`config.mk`:
```
export PLATFORM = sky130hd
export DESIGN_NAME = video_timing_gen
export DESIGN_NICKNAME = d
export VERILOG_FILES = /design/src/rtl/video_timing_pkg.sv /design/src/rtl/video_pattern_gen.sv /design/src/rtl/video_timing_gen.sv
export SDC_FILE = /design/constraint.sdc
export NUM_CORES = 1
export LEC_CHECK = 0
export BUFFER_PORTS_ARGS = -buffer_cell sky130_fd_sc_hd__clkbuf_2
export CORE_ASPECT_RATIO = 1.5
export CORE_MARGIN = 3
export CORE_UTILIZATION = 50
export CTS_BUF_LIST = sky130_fd_sc_hd__clkbuf_8
export DETAILED_ROUTE_END_ITERATION = 8
export HOLD_SLACK_MARGIN = 0.06
export PLACE_DENSITY = 0.78
export SLEW_MARGIN = 20
export SYNTH_ARGS = -nofsm -noshare
export SYNTH_HDL_FRONTEND = slang
export SYNTH_SLANG_ARGS = --single-unit
```
`constraint.sdc`:
```
create_clock -name pixclk -period 2.8 [get_ports pixclk]
set_clock_uncertainty 0.15 [all_clocks]
set_input_delay 0.42 -clock pixclk [delete_from_list [all_inputs] [get_ports pixclk]]
set_output_delay 0.42 -clock pixclk [all_outputs]
set_load 0.1 [all_outputs]
```
`src/rtl/video_timing_pkg.sv`:
```
// Shared raster defaults (640x480@60) and test-pattern encodings for the video timing block.
package video_timing_pkg;

  localparam int DEF_H_ACTIVE = 640;
  localparam int DEF_H_FP     = 16;
  localparam int DEF_H_SYNC   = 96;
  localparam int DEF_H_BP     = 48;
  localparam int DEF_V_ACTIVE = 480;
  localparam int DEF_V_FP     = 10;
  localparam int DEF_V_SYNC   = 2;
  localparam int DEF_V_BP     = 33;

  typedef enum logic [1:0] {
    PAT_BARS  = 2'd0,
    PAT_GRID  = 2'd1,
    PAT_RAMP  = 2'd2,
    PAT_SOLID = 2'd3
  } pat_e;

  // Standard 8-bar sequence, white through black.
  function automatic logic [23:0] bar_colour(input logic [2:0] idx);
    logic [23:0] c;
    case (idx)
      3'd0:    c = 24'hFFFFFF;
      3'd1:    c = 24'hFFFF00;
      3'd2:    c = 24'h00FFFF;
      3'd3:    c = 24'h00FF00;
      3'd4:    c = 24'hFF00FF;
      3'd5:    c = 24'hFF0000;
      3'd6:    c = 24'h0000FF;
      default: c = 24'h000000;
    endcase
    return c;
  endfunction

endpackage

```
`src/rtl/video_pattern_gen.sv`:
```
// Test-pattern generator: turns raster counter state into registered RGB, aligned with the
// registered timing outputs of the parent and blanked outside the active area.
module video_pattern_gen
  import video_timing_pkg::*;
#(
  parameter int H_ACTIVE = DEF_H_ACTIVE,
  parameter int V_ACTIVE = DEF_V_ACTIVE
) (
  input  logic        pixclk,
  input  logic        rst,
  input  logic        en,
  input  logic [9:0]  hcnt,
  input  logic [9:0]  vcnt,
  input  pat_e        pat,
  input  logic [23:0] solid_rgb,
  output logic [7:0]  red,
  output logic [7:0]  green,
  output logic [7:0]  blue
);

  localparam logic [9:0] H_ACT    = 10'(H_ACTIVE);
  localparam logic [9:0] V_ACT    = 10'(V_ACTIVE);
  localparam logic [9:0] BAR_LAST = 10'(H_ACTIVE / 8 - 1);

  logic [9:0]  bar_cnt_q, bar_cnt_d, bar_cnt_cur;
  logic [2:0]  bar_idx_q, bar_idx_d, bar_idx_cur;
  logic [23:0] rgb_q, rgb_d, pix_rgb;
  logic        active;

  always_comb begin
    // Counters restart at the first pixel of each line, so the value in use is forced to 0 there.
    bar_cnt_cur = (hcnt == 10'd0) ? 10'd0 : bar_cnt_q;
    bar_idx_cur = (hcnt == 10'd0) ? 3'd0 : bar_idx_q;
    bar_cnt_d   = bar_cnt_cur + 10'd1;
    bar_idx_d   = bar_idx_cur;
    if (bar_cnt_cur == BAR_LAST) begin
      bar_cnt_d = 10'd0;
      if (bar_idx_cur != 3'd7) bar_idx_d = bar_idx_cur + 3'd1;
    end

    active  = (hcnt < H_ACT) && (vcnt < V_ACT);
    pix_rgb = 24'h000000;
    case (pat)
      PAT_BARS:  pix_rgb = bar_colour(bar_idx_cur);
      PAT_GRID:  pix_rgb = ((hcnt[4:0] == 5'd0) || (vcnt[4:0] == 5'd0) ||
                            (hcnt == H_ACT - 10'd1) || (vcnt == V_ACT - 10'd1)) ? 24'hFFFFFF : 24'h000000;
      PAT_RAMP:  pix_rgb = {3{hcnt[7:0]}};
      PAT_SOLID: pix_rgb = solid_rgb;
      default:   pix_rgb = 24'h000000;
    endcase
    rgb_d = active ? pix_rgb : 24'h000000;
  end

  always_ff @(posedge pixclk or posedge rst) begin
    if (rst) begin
      bar_cnt_q <= '0;
      bar_idx_q <= '0;
      rgb_q     <= '0;
    end else if (en) begin
      bar_cnt_q <= bar_cnt_d;
      bar_idx_q <= bar_idx_d;
      rgb_q     <= rgb_d;
    end
  end

  assign {red, green, blue} = rgb_q;

endmodule

```
`src/rtl/video_timing_gen.sv`:
```
// Raster timing generator: pixel/line counters with registered sync, data-enable, coordinates
// and test-pattern RGB, all with one cycle of latency from the counter state.
module video_timing_gen
  import video_timing_pkg::*;
#(
  parameter int H_ACTIVE  = DEF_H_ACTIVE,
  parameter int H_FP      = DEF_H_FP,
  parameter int H_SYNC    = DEF_H_SYNC,
  parameter int H_BP      = DEF_H_BP,
  parameter int V_ACTIVE  = DEF_V_ACTIVE,
  parameter int V_FP      = DEF_V_FP,
  parameter int V_SYNC    = DEF_V_SYNC,
  parameter int V_BP      = DEF_V_BP,
  parameter bit HSYNC_POL = 1'b1,
  parameter bit VSYNC_POL = 1'b1
) (
  input  logic        pixclk,
  input  logic        rst,
  input  logic        en,
  input  logic [1:0]  pattern_sel,
  input  logic [23:0] solid_rgb,
  output logic        de,
  output logic        hsync,
  output logic        vsync,
  output logic        frame_start,
  output logic        line_start,
  output logic [9:0]  x,
  output logic [9:0]  y,
  output logic [7:0]  red,
  output logic [7:0]  green,
  output logic [7:0]  blue
);

  localparam logic [9:0] H_ACT  = 10'(H_ACTIVE);
  localparam logic [9:0] HS_BEG = 10'(H_ACTIVE + H_FP);
  localparam logic [9:0] HS_END = 10'(H_ACTIVE + H_FP + H_SYNC);
  localparam logic [9:0] H_LAST = 10'(H_ACTIVE + H_FP + H_SYNC + H_BP - 1);
  localparam logic [9:0] V_ACT  = 10'(V_ACTIVE);
  localparam logic [9:0] VS_BEG = 10'(V_ACTIVE + V_FP);
  localparam logic [9:0] VS_END = 10'(V_ACTIVE + V_FP + V_SYNC);
  localparam logic [9:0] V_LAST = 10'(V_ACTIVE + V_FP + V_SYNC + V_BP - 1);

  logic [9:0] hcnt_q, hcnt_d, vcnt_q, vcnt_d;
  logic [9:0] x_q, x_d, y_q, y_d;
  logic       de_q, de_d, hsync_q, hsync_d, vsync_q, vsync_d;
  logic       frame_start_q, frame_start_d, line_start_q, line_start_d;
  logic       h_act, v_act, origin;
  pat_e       pat_q, pat_d;

  always_comb begin
    h_act  = hcnt_q < H_ACT;
    v_act  = vcnt_q < V_ACT;
    origin = (hcnt_q == 10'd0) && (vcnt_q == 10'd0);

    de_d          = h_act && v_act;
    hsync_d       = ((hcnt_q >= HS_BEG) && (hcnt_q < HS_END)) ? HSYNC_POL : ~HSYNC_POL;
    vsync_d       = ((vcnt_q >= VS_BEG) && (vcnt_q < VS_END)) ? VSYNC_POL : ~VSYNC_POL;
    frame_start_d = origin;
    line_start_d  = (hcnt_q == 10'd0) && v_act;
    x_d           = de_d ? hcnt_q : 10'd0;
    y_d           = de_d ? vcnt_q : 10'd0;

    hcnt_d = hcnt_q + 10'd1;
    vcnt_d = vcnt_q;
    if (hcnt_q == H_LAST) begin
      hcnt_d = 10'd0;
      vcnt_d = (vcnt_q == V_LAST) ? 10'd0 : vcnt_q + 10'd1;
    end

    // The frame origin both captures the new selection and already renders with it.
    pat_d = origin ? pat_e'(pattern_sel) : pat_q;
  end

  always_ff @(posedge pixclk or posedge rst) begin
    if (rst) begin
      hcnt_q        <= '0;
      vcnt_q        <= '0;
      pat_q         <= PAT_BARS;
      de_q          <= 1'b0;
      hsync_q       <= ~HSYNC_POL;
      vsync_q       <= ~VSYNC_POL;
      frame_start_q <= 1'b0;
      line_start_q  <= 1'b0;
      x_q           <= '0;
      y_q           <= '0;
    end else if (en) begin
      hcnt_q        <= hcnt_d;
      vcnt_q        <= vcnt_d;
      pat_q         <= pat_d;
      de_q          <= de_d;
      hsync_q       <= hsync_d;
      vsync_q       <= vsync_d;
      frame_start_q <= frame_start_d;
      line_start_q  <= line_start_d;
      x_q           <= x_d;
      y_q           <= y_d;
    end
  end

  video_pattern_gen #(
    .H_ACTIVE (H_ACTIVE),
    .V_ACTIVE (V_ACTIVE)
  ) u_pattern (
    .pixclk    (pixclk),
    .rst       (rst),
    .en        (en),
    .hcnt      (hcnt_q),
    .vcnt      (vcnt_q),
    .pat       (pat_d),
    .solid_rgb (solid_rgb),
    .red       (red),
    .green     (green),
    .blue      (blue)
  );

  assign de          = de_q;
  assign hsync       = hsync_q;
  assign vsync       = vsync_q;
  assign frame_start = frame_start_q;
  assign line_start  = line_start_q;
  assign x           = x_q;
  assign y           = y_q;

endmodule

```
Word level (Yosys, flattened, before mapping)
Cells that the tools add are included.
- bits in registers: 84
- output and inout bits: 49
- equality and inequality tests: 15
- reduce and logical (&&, ||, !) cells: 15
- muxes and demuxes: 16
- $add $sub $neg: 4
- order comparisons: 6
- operator list (cell ; count):
    case mux 24 bit (7 select lines) ; 1
    case mux 24 bit (4 select lines) ; 1
    two-way mux 10 bit ; 6
    two-way mux 24 bit ; 2
    adder 10 x 1 -> 10 bit (second input constant) ; 3
    == test 10 bit (second input constant) ; 3
    logical NOT 10 bit ; 2
    < comparator 10 bit (second input constant) ; 2
    < comparator 10 x 9 -> 1 bit (second input constant) ; 2
    == test 10 x 7 -> 1 bit (second input constant) ; 1
    == test 10 x 9 -> 1 bit (second input constant) ; 1
    greater-or-equal comparator 10 bit (second input constant) ; 1
    greater-or-equal comparator 10 x 9 -> 1 bit (second input constant) ; 1
    logical NOT 5 bit ; 2
    == test 3 bit (second input constant) ; 3
    two-way mux 3 bit ; 3
    == test 3 x 2 -> 1 bit (second input constant) ; 2
    logical AND 1 bit ; 5
    == test 2 bit (second input constant) ; 2
    adder 3 x 1 -> 3 bit (second input constant) ; 1
    == test 3 x 1 -> 1 bit (second input constant) ; 1
    logical NOT 3 bit ; 1
    logical OR 1 bit ; 3
    != test 3 bit (second input constant) ; 1
    5 further kinds ; 6

Depth between registers and ports, before layout
- word-level depth: 7
- mapped depth: 13
- gate-level depth less buffers: 12

Hierarchy
A second synthesis with hierarchy kept.
- cell total of the unflattened synthesis: 457
- area total of the unflattened synthesis: 4500.6 µm²
- by module, submodules not included (module ; area each (µm²) ; cells each ; instances ; seq. area each (µm²)):
    video_pattern_gen ; 2386.0 ; 275 ; 1 ; 925.9
    video_timing_gen ; 2114.5 ; 182 ; 1 ; 1176.1

Worst setup path before layout
Ideal clock, no wire load.
- kind: register to register
- from: register hcnt_q[0]
- to: register u_pattern.bar_idx_q[0]
- path slack: -0.220 ns
- path buffers: 1
- library setup time: 0.125 ns
- clock period less this slack: 3.020 ns
- required time: 2.525 ns
- cell stages (with the launch flop): 12
- arrival: 2.745 ns
- cells stage by stage: dfrtp_1 > inv_1 > ha_1 > or4b_4 > nor4_2 > clkbuf_1 > nor2b_1 > ha_1 > and3_1 > nand4_1 > a2111oi_0 > mux2_2
- word-level cells in the longest chain between the ends: 5
- ends and longest elaborated chain (what ; line ; RTL):
    start: declaration ; video_timing_gen.sv:43 ; logic [9:0] hcnt_q, hcnt_d, vcnt_q, vcnt_d;
    start signal: assignment ; video_timing_gen.sv:87 ; hcnt_q <= hcnt_d;
    logical NOT 10 bit (*) ; video_pattern_gen.sv:32, video_pattern_gen.sv:33 ;
    two-way mux 3 bit ; video_pattern_gen.sv:33 ; bar_idx_cur = (hcnt == 10'd0) ? 3'd0 : bar_idx_q;
    adder 3 x 1 -> 3 bit / != test 3 bit (equally long branches) ; video_pattern_gen.sv:38 ; if (bar_idx_cur != 3'd7) bar_idx_d = bar_idx_cur + 3'd1;
    two-way mux 3 bit ; video_pattern_gen.sv:38 ;
    two-way mux 3 bit (*) ; video_pattern_gen.sv:36 ; if (bar_cnt_cur == BAR_LAST) begin
    end signal: assignment ; video_pattern_gen.sv:61 ; bar_idx_q <= bar_idx_d;
    end: declaration ; video_pattern_gen.sv:26 ; logic [2:0] bar_idx_q, bar_idx_d, bar_idx_cur;
Mark *: on every way between the ends. The rest lies on a longest branch, timed or not.
A chain may end at the register's enable or synchronous reset.

Worst setup path in the final report
- from: register hcnt_q[0]
- to: register u_pattern.rgb_q[5]
- word-level cells in the longest chain between the ends: 7
- ends and longest elaborated chain (what ; line ; RTL):
    parallel branches: the longest is 6 deep, another holds case mux 24 bit (7 select lines) ; n/a ;
    two-way mux 24 bit (*) ; video_pattern_gen.sv:51 ; rgb_d = active ? pix_rgb : 24'h000000;
    end signal: assignment ; video_pattern_gen.sv:62 ; rgb_q <= rgb_d;
    end: declaration ; video_pattern_gen.sv:27 ; logic [23:0] rgb_q, rgb_d, pix_rgb;
Every way passes the cells marked *.

==> impl_metrics.csv <==
group,metric,value,unit
setup_path,crit_path_end_kind,"flip-flop",
grt,grt_max_degree,55,
grt,antenna_found_initial,0,
power,p_per_area,712,nW/µm²
finish,regArea,2100,µm²
timing,tns,0,ps
die,io_pins,78,
synthesis,synth.avg_cell_area,10.8,µm²
setup_path,cpPeakStageDelay,500,ps
power,netSwitchingPower,1.62,mW
finish,n_antenna_cell,0,
outcome,status,"completed",
synthesis,synthTopCellsByArea,"dfrtp_1 (51%), a22o_1 (7.4%), a211o_1 (5.1%), nand2_1 (3.2%), o21ai_0 (3.1%)",
synthesis,synth_area_leader_cell,"dfrtp_1",
power,p_comb_share,40.3,%
cts,htree_levels,3,
drt,wl_per_cell,17.6,µm
synthesis,synthesis.area,4160,µm²
timing,finalCriticalPeriod,2750,ps
setup_path,worstSetupPathType,"reg -> reg",
timing,maxSlewHeadroom,53.1,%
die,placeableCoreArea,8060,µm²
synthesis,ys_ff_latch,84,
drt,drt_iter0_drc,340,
timing,whs,110,ps
cts,cts_inserted_buffers,9,
grt,grt_pass1_vias,3634,
power,leakage,2.46,nW
synthesis,syn-num-nets,421,
power,ir_drop,0.000509,V
drt,vias,3531,
grt,overflow,0,
synthesis,yosysSeqAreaShare,50.6,%
power,intPower,2.08,mW
power,sw_frac_of_total,43.8,%
timing,worst_pin_slew,695,ps
finish,multiInputGateArea,2020,µm²
setup_path,cp_top_family,"simple AND/OR/NAND/NOR gates",
die,die_area,9460,µm²
grt,grt_usage,23.6,%
setup_path,slowest_stage,"or4_4",
power,seqPwrFrac,40.1,%
synthesis,synthFlopType,"dfrtp_1",
finish,syn_to_final_growth,25.0,%
worst_hold_path,hold_class,"in -> reg",
finish,drive_gt1_share,34.5,%
setup_path,crit_buf_inv,1,
setup_path,crit_arrival,2860,ps
synthesis,synth_common_cells,"dfrtp_1 (84), a22o_1 (35), nand2_1 (35)",
cts,clk_pin_slew_worst_paths,80,ps
timing,fmax,363,MHz
synthesis,synth_edf_count,0,
timing,rsz0062_at_grt,"yes",
timing,fin_crit_sh,98.3,%
cts,root_buffer,"clkbuf_8",
finish,nets,527,
power,finalPower,3.70,mW
job,maxCapViolations,0,
power,pwr-share-clk,19.6,%
drt,firstDrtPassIters,5,
synthesis,syn_inst,385,
timing,setup_viol,0,
cts,cts.sinks,84,
drt,via_per_inst,5.90,
setup_path,worstPathRequired,2900,ps
timing,finalHoldViolCount,0,
setup_path,crit_fanout,17,
die,die-width,80.4,µm
placed_design,dp_hpwl,7470,µm
cts,cts_buffer_depth,2,
synthesis,synth.distinct_cells,55,
synthesis,yosys_warnings,0,
setup_path,start_kind,"flip-flop",
die,start_util,51.6,%
drt,ant_nets,0,
cts,insertion_delay,370,ps
cts,cts_tree,"yes",
drt,wirelength,10500,µm
timing,slew_violations,0,
die,die_y,118,µm
synthesis,async_flop_share,100,%
drt,drc,0,
synthesis,yosysMostFrequentCell,"dfrtp_1",
placed_design,portBuffers,77,
grt,grt_pass1_wl,17500,µm
synthesis,synth_top_area_share,50.6,%
placed_design,place_congestion,0.895,
finish,nFillCells,643,
setup_path,crit_chain,"inv_2 -> ha_4 -> or4b_4 -> or4_4 -> o211ai_2 -> a21oi_4 -> a22o_1 -> a211o_1",
setup_path,ff2ff_setup_slack,50,ps
die,num_rows,40,
## final timing paths
| path | from | to | cells past startpoint |
|---|---|---|---|
| setup / recovery | hcnt_q[0] | u_pattern.rgb_q[5] | 8 |
| hold / removal | solid_rgb[21] | u_pattern.rgb_q[21] | 2 |
| setup reg to reg | hcnt_q[0] | u_pattern.rgb_q[5] | 8 |
| hold reg to reg | de | de | 1 |
| max in group asynchronous | rst | u_pattern.rgb_q[2] | 4 |
| min in group asynchronous | rst | y[9] | 4 |
## metal layers
metal / global-route usage (%) / share of wire (%) / vias to the layer above
li1: - / - / 1661
met4: 13.4 / 3.0 / 0
met1: 28.8 / 40 / 1738
met2: 38.6 / 53 / 108
met5: 0 / 0 / -
met3: 4.06 / 4.6 / 24
## power groups by stage
stage	sequential, mW	combinational, mW	clock, mW
after CTS	1.48	1.44	0.729
final	1.48	1.49	0.723
after detailed placement	1.50	1.43	0
after global placement	1.49	1.40	0
after floorplan	2.12	0.460	0
after global routing	1.50	1.56	0.783
## through the flow
stage          util [%]  std cells  setup WS, ps  area [µm²]
2_1_floorplan         -        385         -25.6        4170
3_3_place_gp       60.6        579         -31.7        4880
3_5_place_dp       60.6        579          -121        4880
4_1_cts            63.1        595          7.27        5090
5_1_grt            64.4        598         -35.2        5190
6_report           64.4        598          48.2        5190
## placed cells by master (no fill, tap or decap), types with 3 or more instances in the layout
cell type and n:
dfrtp_1 84, clkbuf_2 77, buf_4 39, nand2_1 35
a22o_1 35, a211o_1 24, o21ai_0 20, nor2_1 15
nand3_1 12, a32o_1 10, clkbuf_8 9, inv_1 7
and3_1 7, xnor2_1 7, nor3_1 5, a21oi_1 5
nand4_1 5, mux2_2 5, ha_1 5, o2bb2ai_1 4
nand2b_1 4, o31ai_1 4, o21ai_1 4, a21o_1 3
nor2b_1 3, clkinv_2 3, buf_6 3
## final cells by class
class                      count  share of cell area, %
sequential                    84                   40.5
multi-input combinational    265                   38.8
timing repair buffer         122                   14.7
tap                          105                   2.53
clock buffer                   9                   2.39
inverter                       9                  0.675
clock inverter                 4                  0.410
## kinds of logic after synthesis
logic type,synth area share [%]
adders and majority gates,2.11
xor gates and xnor gates,1.90
and+or+nand+nor,14.8
buffers and inverters,3.91
muxes,1.93
DFF,50.6
AOI/OAI and AO/OA,24.8
## timing repair
action / in CTS / in global routing
buffers inserted: 2 / 3
hold buffers: 1 / 0
gates resized for setup: 7 / 23
pin swaps: 2 / 4
endpoints found under the hold margin: 84 / 0
setup endpoints to repair: 28 / 33
## worst register-to-register path, stage by stage, from the launching register on
cell	delay [ps]
dfrtp_1	390
inv_2	80
ha_4	130
or4b_4	490
or4_4	500
o211ai_2	210
a21oi_4	170
a22o_1	250
a211o_1	270
## sequential cells by signal, indices dropped and copies added (netlist names), 2 cells and up
register             cells
u_pattern.rgb_q         24
hcnt_q                  10
u_pattern.bar_cnt_q     10
vcnt_q                  10
x                       10
y                       10
u_pattern.bar_idx_q      3
pat_q                    2
Power figures use the tool's default switching activity.
